==> config.mk <==
export PLATFORM = sky130hd
export DESIGN_NAME = ws2812_rx
export DESIGN_NICKNAME = d
export VERILOG_FILES = /design/src/rtl/ws2812_rx.sv
export SDC_FILE = /design/constraint.sdc
export NUM_CORES = 1
export LEC_CHECK = 0
export BUFFER_PORTS_ARGS = -buffer_cell sky130_fd_sc_hd__buf_2
export CORE_AREA = 4 4 111 92
export DETAILED_ROUTE_END_ITERATION = 16
export DIE_AREA = 0 0 115 96
export PLACE_DENSITY_LB_ADDON = 0.12
export SETUP_SLACK_MARGIN = 0.3
export SLEW_MARGIN = 20
export SYNTH_ARGS = -nofsm -noshare
export SYNTH_HDL_FRONTEND = slang
export SYNTH_SLANG_ARGS = --single-unit
==> constraint.sdc <==
create_clock -name clk -period 5.35 [get_ports clk]
set_input_delay 0.535 -clock clk [delete_from_list [all_inputs] [get_ports clk]]
set_output_delay 0.535 -clock clk [all_outputs]
set_load 0.05 [all_outputs]
==> src/rtl/ws2812_rx.sv <==
// WS2812 single-wire receiver: classifies high pulses into bits, assembles GRB pixels and
// detects the latch gap. Define WS2812_RX_FWD_EN to act as one chained LED with a dout port.
module ws2812_rx #(
  parameter int CLK_FREQ     = 50_000_000,
  parameter int T1_THRESH_NS = 600,
  parameter int T_GLITCH_NS  = 100,
  parameter int T_MAX_NS     = 2000,
  parameter int RESET_NS     = 50000,
  parameter int ADDR_W       = 10
) (
  input  logic              clk,
  input  logic              rst_n,
  input  logic              din,
  output logic [ADDR_W-1:0] pixel_addr,
  output logic [7:0]        pixel_red,
  output logic [7:0]        pixel_green,
  output logic [7:0]        pixel_blue,
  output logic              pixel_valid,
  output logic              frame_done,
`ifdef WS2812_RX_FWD_EN
  output logic              dout,
`endif
  output logic              bit_err
);

  localparam int CYC_PER_US = CLK_FREQ / 1_000_000;
  localparam logic [15:0] THRESH_C = 16'(CYC_PER_US * T1_THRESH_NS / 1000);
  localparam logic [15:0] GLITCH_C = 16'(CYC_PER_US * T_GLITCH_NS / 1000);
  localparam logic [15:0] MAX_C    = 16'(CYC_PER_US * T_MAX_NS / 1000);
  localparam logic [15:0] RESET_C  = 16'(CYC_PER_US * RESET_NS / 1000);

`ifdef WS2812_RX_FWD_EN
  localparam bit FWD_EN = 1'b1;
`else
  localparam bit FWD_EN = 1'b0;
`endif

  localparam logic [2:0] ST_SYNC = 3'd0;
  localparam logic [2:0] ST_IDLE = 3'd1;
  localparam logic [2:0] ST_LOW  = 3'd2;
  localparam logic [2:0] ST_HIGH = 3'd3;
  localparam logic [2:0] ST_FWD  = 3'd4;

  logic              sync1_q, sync2_q, dly_q;
  logic              rise_s, fall_s, bit_s;
  logic [2:0]        state_q, state_d;
  logic [15:0]       hi_cnt_q, hi_cnt_d, lo_cnt_q, lo_cnt_d, hi_inc_s, lo_inc_s;
  logic [4:0]        bit_cnt_q, bit_cnt_d;
  logic [23:0]       shift_q, shift_d, word_s;
  logic              got_bit_q, got_bit_d, capt_q, capt_d;
  logic [ADDR_W-1:0] addr_q, addr_d;
  logic [7:0]        red_q, red_d, green_q, green_d, blue_q, blue_d;
  logic              valid_q, valid_d, done_q, done_d, err_q, err_d;

  assign rise_s   = sync2_q & ~dly_q;
  assign fall_s   = ~sync2_q & dly_q;
  assign hi_inc_s = (hi_cnt_q == 16'hFFFF) ? hi_cnt_q : hi_cnt_q + 16'd1;
  assign lo_inc_s = (lo_cnt_q == 16'hFFFF) ? lo_cnt_q : lo_cnt_q + 16'd1;
  assign bit_s    = (hi_cnt_q >= THRESH_C);
  assign word_s   = {shift_q[22:0], bit_s};

  // Next-state and output decode for the pulse classifier
  always_comb begin
    state_d   = state_q;
    hi_cnt_d  = hi_cnt_q;
    lo_cnt_d  = lo_cnt_q;
    bit_cnt_d = bit_cnt_q;
    shift_d   = shift_q;
    got_bit_d = got_bit_q;
    capt_d    = capt_q;
    addr_d    = (valid_q && !FWD_EN) ? addr_q + {{(ADDR_W-1){1'b0}}, 1'b1} : addr_q;
    red_d     = red_q;
    green_d   = green_q;
    blue_d    = blue_q;
    valid_d   = 1'b0;
    done_d    = 1'b0;
    err_d     = 1'b0;
    case (state_q)
      ST_SYNC: begin
        if (sync2_q) begin
          lo_cnt_d = 16'd0;
        end else begin
          lo_cnt_d = lo_inc_s;
          if (lo_inc_s >= RESET_C) begin
            state_d   = ST_IDLE;
            bit_cnt_d = 5'd0;
            got_bit_d = 1'b0;
            capt_d    = 1'b0;
            addr_d    = '0;
          end else begin
            state_d = ST_SYNC;
          end
        end
      end
      ST_IDLE: begin
        if (rise_s) begin
          hi_cnt_d = 16'd1;
          state_d  = ST_HIGH;
        end else begin
          state_d = ST_IDLE;
        end
      end
      ST_LOW: begin
        if (rise_s) begin
          hi_cnt_d = 16'd1;
          lo_cnt_d = 16'd0;
          state_d  = (capt_q && FWD_EN) ? ST_FWD : ST_HIGH;
        end else if (lo_inc_s >= RESET_C) begin
          // Latch gap: an unfinished pixel is a protocol error
          done_d    = got_bit_q;
          err_d     = (bit_cnt_q != 5'd0);
          bit_cnt_d = 5'd0;
          got_bit_d = 1'b0;
          capt_d    = 1'b0;
          addr_d    = '0;
          state_d   = ST_IDLE;
        end else begin
          lo_cnt_d = lo_inc_s;
        end
      end
      ST_HIGH: begin
        if ((fall_s && (hi_cnt_q < GLITCH_C || hi_cnt_q > MAX_C)) ||
            (!fall_s && hi_inc_s > MAX_C)) begin
          err_d     = 1'b1;
          bit_cnt_d = 5'd0;
          capt_d    = 1'b0;
          lo_cnt_d  = 16'd0;
          state_d   = ST_SYNC;
        end else if (fall_s) begin
          shift_d   = word_s;
          got_bit_d = 1'b1;
          lo_cnt_d  = 16'd1;
          state_d   = ST_LOW;
          if (bit_cnt_q == 5'd23) begin
            valid_d   = 1'b1;
            green_d   = word_s[23:16];
            red_d     = word_s[15:8];
            blue_d    = word_s[7:0];
            bit_cnt_d = 5'd0;
            capt_d    = FWD_EN;
          end else begin
            bit_cnt_d = bit_cnt_q + 5'd1;
          end
        end else begin
          hi_cnt_d = hi_inc_s;
        end
      end
      ST_FWD: begin
        // Forwarding: only the latch gap matters, pulse shapes are passed through untouched
        if (sync2_q) begin
          lo_cnt_d = 16'd0;
        end else if (lo_inc_s >= RESET_C) begin
          done_d    = got_bit_q;
          bit_cnt_d = 5'd0;
          got_bit_d = 1'b0;
          capt_d    = 1'b0;
          addr_d    = '0;
          state_d   = ST_IDLE;
        end else begin
          lo_cnt_d = lo_inc_s;
        end
      end
      default: begin
        state_d = ST_SYNC;
      end
    endcase
  end

  // Synchronizer, edge register and all state/outputs
  always_ff @(posedge clk or negedge rst_n) begin
    if (!rst_n) begin
      sync1_q   <= 1'b0;
      sync2_q   <= 1'b0;
      dly_q     <= 1'b0;
      state_q   <= ST_SYNC;
      hi_cnt_q  <= 16'd0;
      lo_cnt_q  <= 16'd0;
      bit_cnt_q <= 5'd0;
      shift_q   <= 24'd0;
      got_bit_q <= 1'b0;
      capt_q    <= 1'b0;
      addr_q    <= '0;
      red_q     <= 8'd0;
      green_q   <= 8'd0;
      blue_q    <= 8'd0;
      valid_q   <= 1'b0;
      done_q    <= 1'b0;
      err_q     <= 1'b0;
    end else begin
      sync1_q   <= din;
      sync2_q   <= sync1_q;
      dly_q     <= sync2_q;
      state_q   <= state_d;
      hi_cnt_q  <= hi_cnt_d;
      lo_cnt_q  <= lo_cnt_d;
      bit_cnt_q <= bit_cnt_d;
      shift_q   <= shift_d;
      got_bit_q <= got_bit_d;
      capt_q    <= capt_d;
      addr_q    <= addr_d;
      red_q     <= red_d;
      green_q   <= green_d;
      blue_q    <= blue_d;
      valid_q   <= valid_d;
      done_q    <= done_d;
      err_q     <= err_d;
    end
  end

`ifdef WS2812_RX_FWD_EN
  logic dout_q;

  // Forwarded line: synchronizer output delayed by two cycles
  always_ff @(posedge clk or negedge rst_n) begin
    if (!rst_n) begin
      dout_q <= 1'b0;
    end else begin
      dout_q <= (state_q == ST_FWD) ? dly_q : 1'b0;
    end
  end

  assign dout = dout_q;
`endif

  assign pixel_addr  = addr_q;
  assign pixel_red   = red_q;
  assign pixel_green = green_q;
  assign pixel_blue  = blue_q;
  assign pixel_valid = valid_q;
  assign frame_done  = done_q;
  assign bit_err     = err_q;

endmodule
==> flow_summary.toml, run 1 <==
[pwr]
sequentialPowerShare = 0.534
leakagePower_nw = 2.99
ir_worst_vdd_uv = 202
power.share.switching = 0.234
power_density_mw_per_mm2 = 238
pwr-share-comb = 0.026
finalPower_mw = 1.49
p_switching_mw = 0.348
power.share.clock = 0.440
internal_power_mw = 1.14

[timing]
tightestPinTransition_ps = 918
period_needed_ps = 3390
final_hold_viol_count = 0
worst_case_clock_skew_ps = 9.64
finalSetupTns_ps = 0
final-max-slew-violation-count = 0
timing.max_slew.rel_slack = 0.388
max_freq_mhz = 295
report.final.setup_viol = 0
layout_worst_path_cycle_share = 0.634
grt_setup_unrepaired = "no"
hold_ws_ps = 232
layout_setup_ws_ps = 1960

[route]
drt.antenna.violating_nets = 0
totalWireLength_mm = 12.5
detailed_routing_iterations_pass_1 = 5
vias = 4636
drc_errors = 0
drt_first_iter_violations = 412
avgViaCountPerCell = 6.36
wl_per_cell_um = 17.2

[clock_network]
root_buffer = "sky130_fd_sc_hd__clkbuf_16"
postCtsHoldBufs = 0
clk_pin_slew_ps = 80
post_cts_resized = 0
post_cts_buffers = 0
cts.htree.levels = 3
clock_path_buffers = 2
worst_skew_pair.late_latency_ps = 350
tritoncts_clock_tree = "done"
cts_buffers = 9
clock_sinks = 104

[grt]
track_usage = 0.240
initial_antenna_violation_count = 0
grt_start_max_net_pins = 58
grt_pass1_vias = 4389
grt_pass1_wl_mm = 21.2
grt-ovfl-total = 0

[worst_setup_path]
setup.worst_path.start_class = "flop"
critPathCaptureType = "flop"
crit_required_ps = 5580
crit_type = "reg2reg"
cp_data_arrival_time_ps = 3620
reg2reg_path_depth = 9
worstPathMaxFanout = 10

[floorplan]
core_sq_mm = 0.00900
design.die.area_sq_mm = 0.0110
row_count = 31
dieHeight_um = 96
die_width_um = 115
initial_util = 0.640
pin_count = 40

[placement]
port_buffers = 39
place.detailed.hpwl_mm = 8.61
place_area_sq_mm = 0.00594
dp_slack_ps = 2000
place.gp.congestion = 0.979

[run_status]
outcome = "completed"

[run]
maxcap_viol_count = 0

[logic_synthesis]
synth-seq-area-share = 0.452
predominant_post_synthesis_flop_cell = "sky130_fd_sc_hd__dfrtp_1"
yosysWarningCount = 0
yosysUniqueCellTypes = 80
syn_nets = 600
async_flop_share = 1.00
post_synth_inst_count = 590
synth_enable_flop_cells = 0
synth.avg_cell_area_sq_um = 9.76
number_of_synthesized_register_bits = 104
synthesis.area_sq_mm = 0.00576

[worst_hold_path]
hold_path_class = "in2async"

[cells_and_area]
layout_commonest_cell = "sky130_fd_sc_hd__dfrtp_1"
area_growth_pct = 8.54
layout.nets = 619
final_layout_size_suffix_gt1_frac = 0.186
antenna_diode_count = 0
final_cell_mix = "104 x sky130_fd_sc_hd__dfrtp_1, 99 x sky130_fd_sc_hd__nand2_1, 45 x sky130_fd_sc_hd__nor2_1"
stdcell_area_sq_mm = 0.00625
power by group through the flow:
stage	Clock, mW	Combinational [mW]	Sequential [mW]
3_3_place_gp	0	0.0393	0.808
5_1_grt	0.696	0.0447	0.794
2_1_floorplan	0	0.0208	0.807
3_5_place_dp	0	0.0396	0.809
4_1_cts	0.665	0.0398	0.793
6_report	0.655	0.0386	0.794
synth_stat cells (all sizes together), types with 9 or more instances:
library cell	count	share of area
nand4	17	0.030
clkbuf	16	0.010
dfrtp	104	0.45
nor3	23	0.022
buf	18	0.023
o22a	10	0.015
nand2	100	0.066
a21oi	16	0.016
and2	13	0.014
mux2	25	0.049
inv	17	0.011
nand3	21	0.021
xor2	9	0.014
nor2	47	0.032
nor4	10	0.016
o21ai	16	0.014
and3	10	0.011
worst max-delay path, cell delays in order, from the launching register on:
cell,delay (ps)
sky130_fd_sc_hd__dfrtp_1,520
sky130_fd_sc_hd__ha_1,330
sky130_fd_sc_hd__and3_1,370
sky130_fd_sc_hd__nand3_2,140
sky130_fd_sc_hd__and3_1,230
sky130_fd_sc_hd__a31oi_2,250
sky130_fd_sc_hd__mux2i_4,370
sky130_fd_sc_hd__or2_0,480
sky130_fd_sc_hd__and3_1,470
sky130_fd_sc_hd__nor2_1,100
through the flow:
step | instances | util
3_5_place_dp | 712 | 0.660
5_1_grt | 729 | 0.695
2_1_floorplan | 590 | -
6_report | 729 | 0.695
3_3_place_gp | 712 | 0.660
4_1_cts | 728 | 0.693
path summary, 6_finish.rpt:
kind                        startpoint       endpoint  slack (ps)
setup / recovery           lo_cnt_q[0]  pixel_addr[8]        1960
setup reg to reg           lo_cnt_q[0]  pixel_addr[8]        1960
hold reg to reg                sync1_q        sync2_q         350
max in group asynchronous        rst_n    lo_cnt_q[1]        4040
min in group clk                   din        sync1_q         290
hold / removal                   rst_n   lo_cnt_q[11]         230
state kept, by name, indices dropped and copies added, names as in the netlist, 3 cells and up:
signal / flops
state_q: 3
bit_cnt_q: 5
pixel_red: 8
pixel_addr: 10
shift_q: 23
pixel_green: 8
hi_cnt_q: 16
lo_cnt_q: 16
pixel_blue: 8
area by class of cell:
class	count	area (sq um)
inverters	17	63.8
clock inverters	6	58.8
flip-flops and latches	104	2600
well taps	115	144
fillers	694	2750
clock buffers	10	239
multi-input cells	435	2920
repair buffers	42	228
per-layer routing:
| layer | up-vias | share of wire | routed length [um] | GRT usage |
|---|---|---|---|---|
| li1 | 2173 | - | - | - |
| met1 | 2237 | 0.44 | 5550 | 0.343 |
| met2 | 204 | 0.46 | 5800 | 0.369 |
| met3 | 22 | 0.078 | 971 | 0.0484 |
| met4 | 0 | 0.016 | 197 | 0.0782 |
| met5 | - | 0 | 0 | 0 |
logic make-up after synthesis:
family                     count (synthesis)  share of synthesized area
DFF                                      104                      0.452
AOI/OAI and AO/OA                        110                      0.148
muxes                                     33                     0.0656
xor gates and xnor gates                  15                     0.0228
buffers and inverters                     51                     0.0445
and+or+nand+nor                          270                      0.252
adders and majority gates                  7                     0.0152
No activity file was read; power rests on OpenSTA's default activity.
==> run 2: changes to the inputs <==
--- a/config.mk
+++ b/config.mk
@@ -6,9 +6,9 @@
 export NUM_CORES = 1
 export LEC_CHECK = 0
 export BUFFER_PORTS_ARGS = -buffer_cell sky130_fd_sc_hd__buf_2
-export CORE_AREA = 4 4 111 92
+export CORE_AREA = 4 4 120 99
 export DETAILED_ROUTE_END_ITERATION = 16
-export DIE_AREA = 0 0 115 96
+export DIE_AREA = 0 0 124 103
 export PLACE_DENSITY_LB_ADDON = 0.12
 export SETUP_SLACK_MARGIN = 0.3
 export SLEW_MARGIN = 20
==> constraint.sdc (replaced) <==
create_clock -name clk -period 2.8 [get_ports clk]
set_input_delay 0.28 -clock clk [delete_from_list [all_inputs] [get_ports clk]]
set_output_delay 0.28 -clock clk [all_outputs]
set_load 0.05 [all_outputs]
==> flow_summary.toml, run 2 (same netlist as run 1, synthesis figures left out) <==
[floorplan]
design.die.area_sq_mm = 0.0128
die_width_um = 124
dieHeight_um = 103
initial_util = 0.539
pin_count = 40
core_sq_mm = 0.0107
row_count = 34

[run_status]
outcome = "completed"

[timing]
final_hold_viol_count = 0
layout_worst_path_cycle_share = 0.969
worst_case_clock_skew_ps = 9.48
finalSetupTns_ps = 0
hold_ws_ps = 10.4
layout_setup_ws_ps = 85.5
timing.max_slew.rel_slack = 0.485
max_freq_mhz = 368
period_needed_ps = 2710
final-max-slew-violation-count = 0
grt_setup_unrepaired = "yes"
tightestPinTransition_ps = 772
report.final.setup_viol = 0

[cells_and_area]
layout.nets = 690
final_cell_mix = "98 x sky130_fd_sc_hd__nand2_1, 81 x sky130_fd_sc_hd__dfrtp_1, 57 x sky130_fd_sc_hd__buf_4"
antenna_diode_count = 0
final_layout_size_suffix_gt1_frac = 0.366
largest_register_ff_count = 23
finish.utilization = 0.688
layout_commonest_cell = "sky130_fd_sc_hd__nand2_1"
reg.largest.list = "shift_q x23, hi_cnt_q x16, lo_cnt_q x16"
area_growth_pct = 27.5
registers.top_by_ff_count = "shift_q"

[placement]
place.detailed.hpwl_mm = 9.00
place.gp.congestion = 0.930
port_buffers = 39
dp_slack_ps = -10.8

[worst_setup_path]
crit_type = "reg2reg"
crit_required_ps = 3030
cpPeakStageDelay_ps = 440
worstPathMaxFanout = 8
reg_to_reg_start = "hi_cnt_q[12]"
setup.worst_path.end = "bit_cnt_q[3]"
reg2reg_setup_slack_ps = 90
cp_max_stage_cell = "sky130_fd_sc_hd__dfrtp_2"
cp_data_arrival_time_ps = 2940
reg2reg_path_depth = 9
critPathCaptureType = "flop"
setup.worst_path.start_class = "flop"
crit_chain = "nand4_1, nor4_4, a211oi_1, o22a_1, o211ai_4, a21oi_4, buf_6, a211o_4, a211o_1"
timing.rr.end = "bit_cnt_q[3]"
worstSetupStartpoint = "hi_cnt_q[12]"

[grt]
grt_start_max_net_pins = 59
grt_pass1_vias = 4981
initial_antenna_violation_count = 0
grt-ovfl-total = 0
track_usage = 0.243
grt_pass1_wl_mm = 24.7

[clock_network]
root_buffer = "sky130_fd_sc_hd__clkbuf_16"
clk_pin_slew_ps = 70
cts.htree.levels = 3
postCtsHoldBufs = 0
worst_skew_pair.late_latency_ps = 350
cts_buffers = 9
tritoncts_clock_tree = "done"
clock_path_buffers = 2
clock_sinks = 104

[pwr]
leakagePower_nw = 3.44
finalPower_mw = 2.84
ir_worst_vdd_uv = 278
power_density_mw_per_mm2 = 386

[route]
drc_errors = 0
drt_first_iter_violations = 376
detailed_routing_iterations_pass_1 = 6
drt.antenna.violating_nets = 0
vias = 5012
totalWireLength_mm = 15.0
avgViaCountPerCell = 6.05
wl_per_cell_um = 18.1

[run]
maxcap_viol_count = 0

[worst_hold_path]
hold_path_class = "in2async"
run 2: cell types whose count changed in the layout (fill, tap and decap cells not counted), sizes merged:
cell and delta:
inv -2, nand4 +1, clkinvlp +2, buf +70
run 2: repair_timing:
item	in CTS	in global routing
gates cloned	4	0
setup endpoints to repair	74	93
buffers inserted	35	11
pin swaps	29	14
gates resized for setup	72	27
run 2: worst min-delay path by stage:
| stage | from | endpoint | slack (ps) |
|---|---|---|---|
| after global routing | din | sync1_q | 40 |
| after detailed placement | sync1_q | sync2_q | 340 |
| after floorplan | rst_n | bit_cnt_q[0] | -20 |
| after CTS | rst_n | lo_cnt_q[9] | 30 |
| after global placement | sync1_q | sync2_q | 330 |
| final | rst_n | lo_cnt_q[9] | 10 |
run 2: area by class of cell:
cell class                      instances  area (sq um)
Timing Repair Buffer                  112           902
Inverter                               17          63.8
Fill cell                             812          3330
Tap cell                              144           180
Clock inverter                          6          53.8
Clock buffer                           10           229
Multi-Input combinational cell        436          3280
Sequential cell                       104          2630
run 2: routing by layer:
metal,vias to the layer above,GRT usage,share of wire
li1,2321,-,-
met1,2467,0.319,0.43
met2,192,0.405,0.50
met3,32,0.0494,0.057
met4,0,0.0783,0.013
met5,-,0,0
run 2: report_power, final:
| part | internal (mW) | leakage (nW) | switching (mW) |
|---|---|---|---|
| clock | 0.618 | 0.129 | 0.593 |
| sequential | 1.51 | 1.41 | 0.00821 |
| combinational | 0.0430 | 1.91 | 0.0693 |
run 2: worst max-delay path, delay by kind of cell, from the launching register on:
| family | cells | cell delay [ps] |
|---|---|---|
| AOI/OAI and AO/OA | 6 | 1380 |
| buffers and inverters | 1 | 150 |
| and+or+nand+nor | 2 | 630 |
| DFF | 1 | 440 |
run 2: per-stage QoR:
stage,instance area (sq um),std cells
after floorplan,5810,590
after global placement,6220,763
after detailed placement,6220,763
after CTS,7160,818
after global routing,7340,829
final,7340,829
==> run 3: changes to the inputs <==
--- a/config.mk
+++ b/config.mk
@@ -6,9 +6,9 @@
 export NUM_CORES = 1
 export LEC_CHECK = 0
 export BUFFER_PORTS_ARGS = -buffer_cell sky130_fd_sc_hd__buf_2
-export CORE_AREA = 4 4 120 99
+export CORE_AREA = 4 4 111 92
 export DETAILED_ROUTE_END_ITERATION = 16
-export DIE_AREA = 0 0 124 103
+export DIE_AREA = 0 0 115 96
 export PLACE_DENSITY_LB_ADDON = 0.12
 export SETUP_SLACK_MARGIN = 0.3
 export SLEW_MARGIN = 20
==> constraint.sdc (replaced) <==
create_clock -name clk -period 3.3 [get_ports clk]
set_input_delay 0.33 -clock clk [delete_from_list [all_inputs] [get_ports clk]]
set_output_delay 0.33 -clock clk [all_outputs]
set_load 0.05 [all_outputs]
==> flow_summary.toml, run 3 (same netlist as run 1, synthesis figures left out) <==
[worst_setup_path]
worst-path-buf-inv = 0
worstSetupStartpoint = "lo_cnt_q[1]"
crit_chain = "ha_2, and3_2, nand3_2, a311oi_1, a31oi_4, mux2i_4, o31ai_1, nand2_1, o2bb2ai_1"
critPathCaptureType = "flop"
cp_max_stage_cell = "sky130_fd_sc_hd__o31ai_1"
number_of_cells_on_the_critical_path = 9
reg2reg_path_depth = 9
reg_to_reg_start = "lo_cnt_q[1]"
worstPathMaxFanout = 7
setup.worst_path.end = "lo_cnt_q[11]"
reg2reg_setup_slack_ps = 380
timing.rr.end = "lo_cnt_q[11]"
cpPeakStageDelay_ps = 560
setup.worst_path.start_class = "flop"
crit_required_ps = 3560
critical_path.top_delay_family = "compound AO/OA/AOI/OAI gates"
crit_type = "reg2reg"
cp_data_arrival_time_ps = 3180

[grt]
grt_pass1_vias = 4236
grt_start_max_net_pins = 105
grt_pass1_wl_mm = 20.8
grt_util_met3 = 0.0465
grt-ovfl-total = 0
initial_antenna_violation_count = 0
use_met2 = 0.355
track_usage = 0.233
grt.busiest_layer = "met2"
groute.layer.met1.usage = 0.343

[run]
maxcap_viol_count = 0

[timing]
report.final.setup_viol = 0
tightestPinTransition_ps = 691
worst_case_clock_skew_ps = 7.59
finalSetupTns_ps = 0
final_hold_viol_count = 0
final-max-slew-violation-count = 0
timing.max_slew.rel_slack = 0.534
period_needed_ps = 2920
max_freq_mhz = 343
layout_worst_path_cycle_share = 0.884
grt_setup_unrepaired = "yes"

[worst_hold_path]
hold_path_class = "in2async"

[cells_and_area]
footprint_of_the_multi_input_gates_sq_mm = 0.00298
finish.utilization = 0.710
registers.top_by_ff_count = "shift_q"
area_growth_pct = 10.9
layout.nets = 629
layout_commonest_cell = "sky130_fd_sc_hd__dfrtp_1"
largest_register_ff_count = 23
final_layout_size_suffix_gt1_frac = 0.218
regArea_sq_mm = 0.00261
reg.largest.list = "shift_q x23, hi_cnt_q x16, lo_cnt_q x16"
stdcell_area_sq_mm = 0.00638
final_cell_mix = "100 x sky130_fd_sc_hd__dfrtp_1, 99 x sky130_fd_sc_hd__nand2_1, 44 x sky130_fd_sc_hd__nor2_1"
fillCellCount = 653
antenna_diode_count = 0

[floorplan]
design.die.area_sq_mm = 0.0110
core_sq_mm = 0.00900
row_count = 31
initial_util = 0.640
dieHeight_um = 96
pin_count = 40
die_width_um = 115

[clock_network]
root_buffer = "sky130_fd_sc_hd__clkbuf_16"
clock_sinks = 104
cts.htree.levels = 3
clk_pin_slew_ps = 80
cts_buffers = 9
tritoncts_clock_tree = "done"
clock_path_buffers = 2
worst_skew_pair.late_latency_ps = 340

[placement]
place.gp.congestion = 0.908
place.detailed.hpwl_mm = 8.40
port_buffers = 39
place_area_sq_mm = 0.00600

[pwr]
pwr-share-comb = 0.029
ir_worst_vdd_uv = 313
p_switching_mw = 0.541
power.share.clock = 0.432
sequentialPowerShare = 0.539
internal_power_mw = 1.84
leakagePower_nw = 3.05
power.share.switching = 0.227
power_density_mw_per_mm2 = 374

[route]
avgViaCountPerCell = 6.22
drc_errors = 0
drt.antenna.violating_nets = 0
totalWireLength_mm = 12.3
vias = 4595
wl_per_cell_um = 16.7
drt_first_iter_violations = 407
detailed_routing_iterations_pass_1 = 5

[run_status]
outcome = "completed"
## run 3: cell count changes in the layout (fill, tap and decap cells not counted), sizes merged
| cell | change |
|---|---|
| buf | -61 |
| mux2i | +1 |
| clkinvlp | -2 |
| inv | +1 |
| nand4 | -1 |
| clkinv | +1 |
## run 3: final cells by class
cell class | count | share of cell area
multi-input combinational | 436 | 0.466
inverter | 17 | 0.00999
tap | 115 | 0.0225
sequential | 104 | 0.408
clock inverter | 6 | 0.00784
timing repair buffer | 51 | 0.0476
clock buffer | 10 | 0.0374
## run 3: worst min-delay path by stage
stage	start	to	slack [ps]
after floorplan	rst_n	bit_cnt_q[0]	30
after global placement	sync1_q	sync2_q	340
after detailed placement	sync1_q	sync2_q	340
after CTS	rst_n	lo_cnt_q[8]	70
after global routing	rst_n	lo_cnt_q[8]	70
final	rst_n	lo_cnt_q[8]	30
## run 3: power groups by stage
stage                     registers, mW  logic (mW)  clock network (mW)
after detailed placement           1.31      0.0660                   0
after floorplan                    1.31      0.0338                   0
final                              1.29      0.0696                1.03
after global placement             1.31      0.0655                   0
after global routing               1.29      0.0793                1.11
after CTS                          1.29      0.0666                1.06
## run 3: stage by stage
step | std cells | total power [mW] | hold WS (ps) | setup WS (ps)
after global placement | 719 | 1.38 | 341 | 280
after detailed placement | 719 | 1.38 | 338 | 76.7
after floorplan | 590 | 1.34 | 34.4 | 572
final | 739 | 2.39 | 33.7 | 384
after CTS | 735 | 2.42 | 69.7 | 331
after global routing | 739 | 2.48 | 68.3 | 239
## run 3: metal layers
| layer | routed length [um] | up-vias |
|---|---|---|
| met5 | 0 | - |
| met4 | 97 | 0 |
| met3 | 707 | 10 |
| met2 | 5770 | 155 |
| met1 | 5740 | 2239 |
| li1 | - | 2191 |
## run 3: timing repair
item	CTS	global route
hold buffers	0	0
endpoints found under the setup margin	26	46
gates cloned	0	1
pin swaps	0	2
gates resized for setup	6	11
setup buffers	0	3
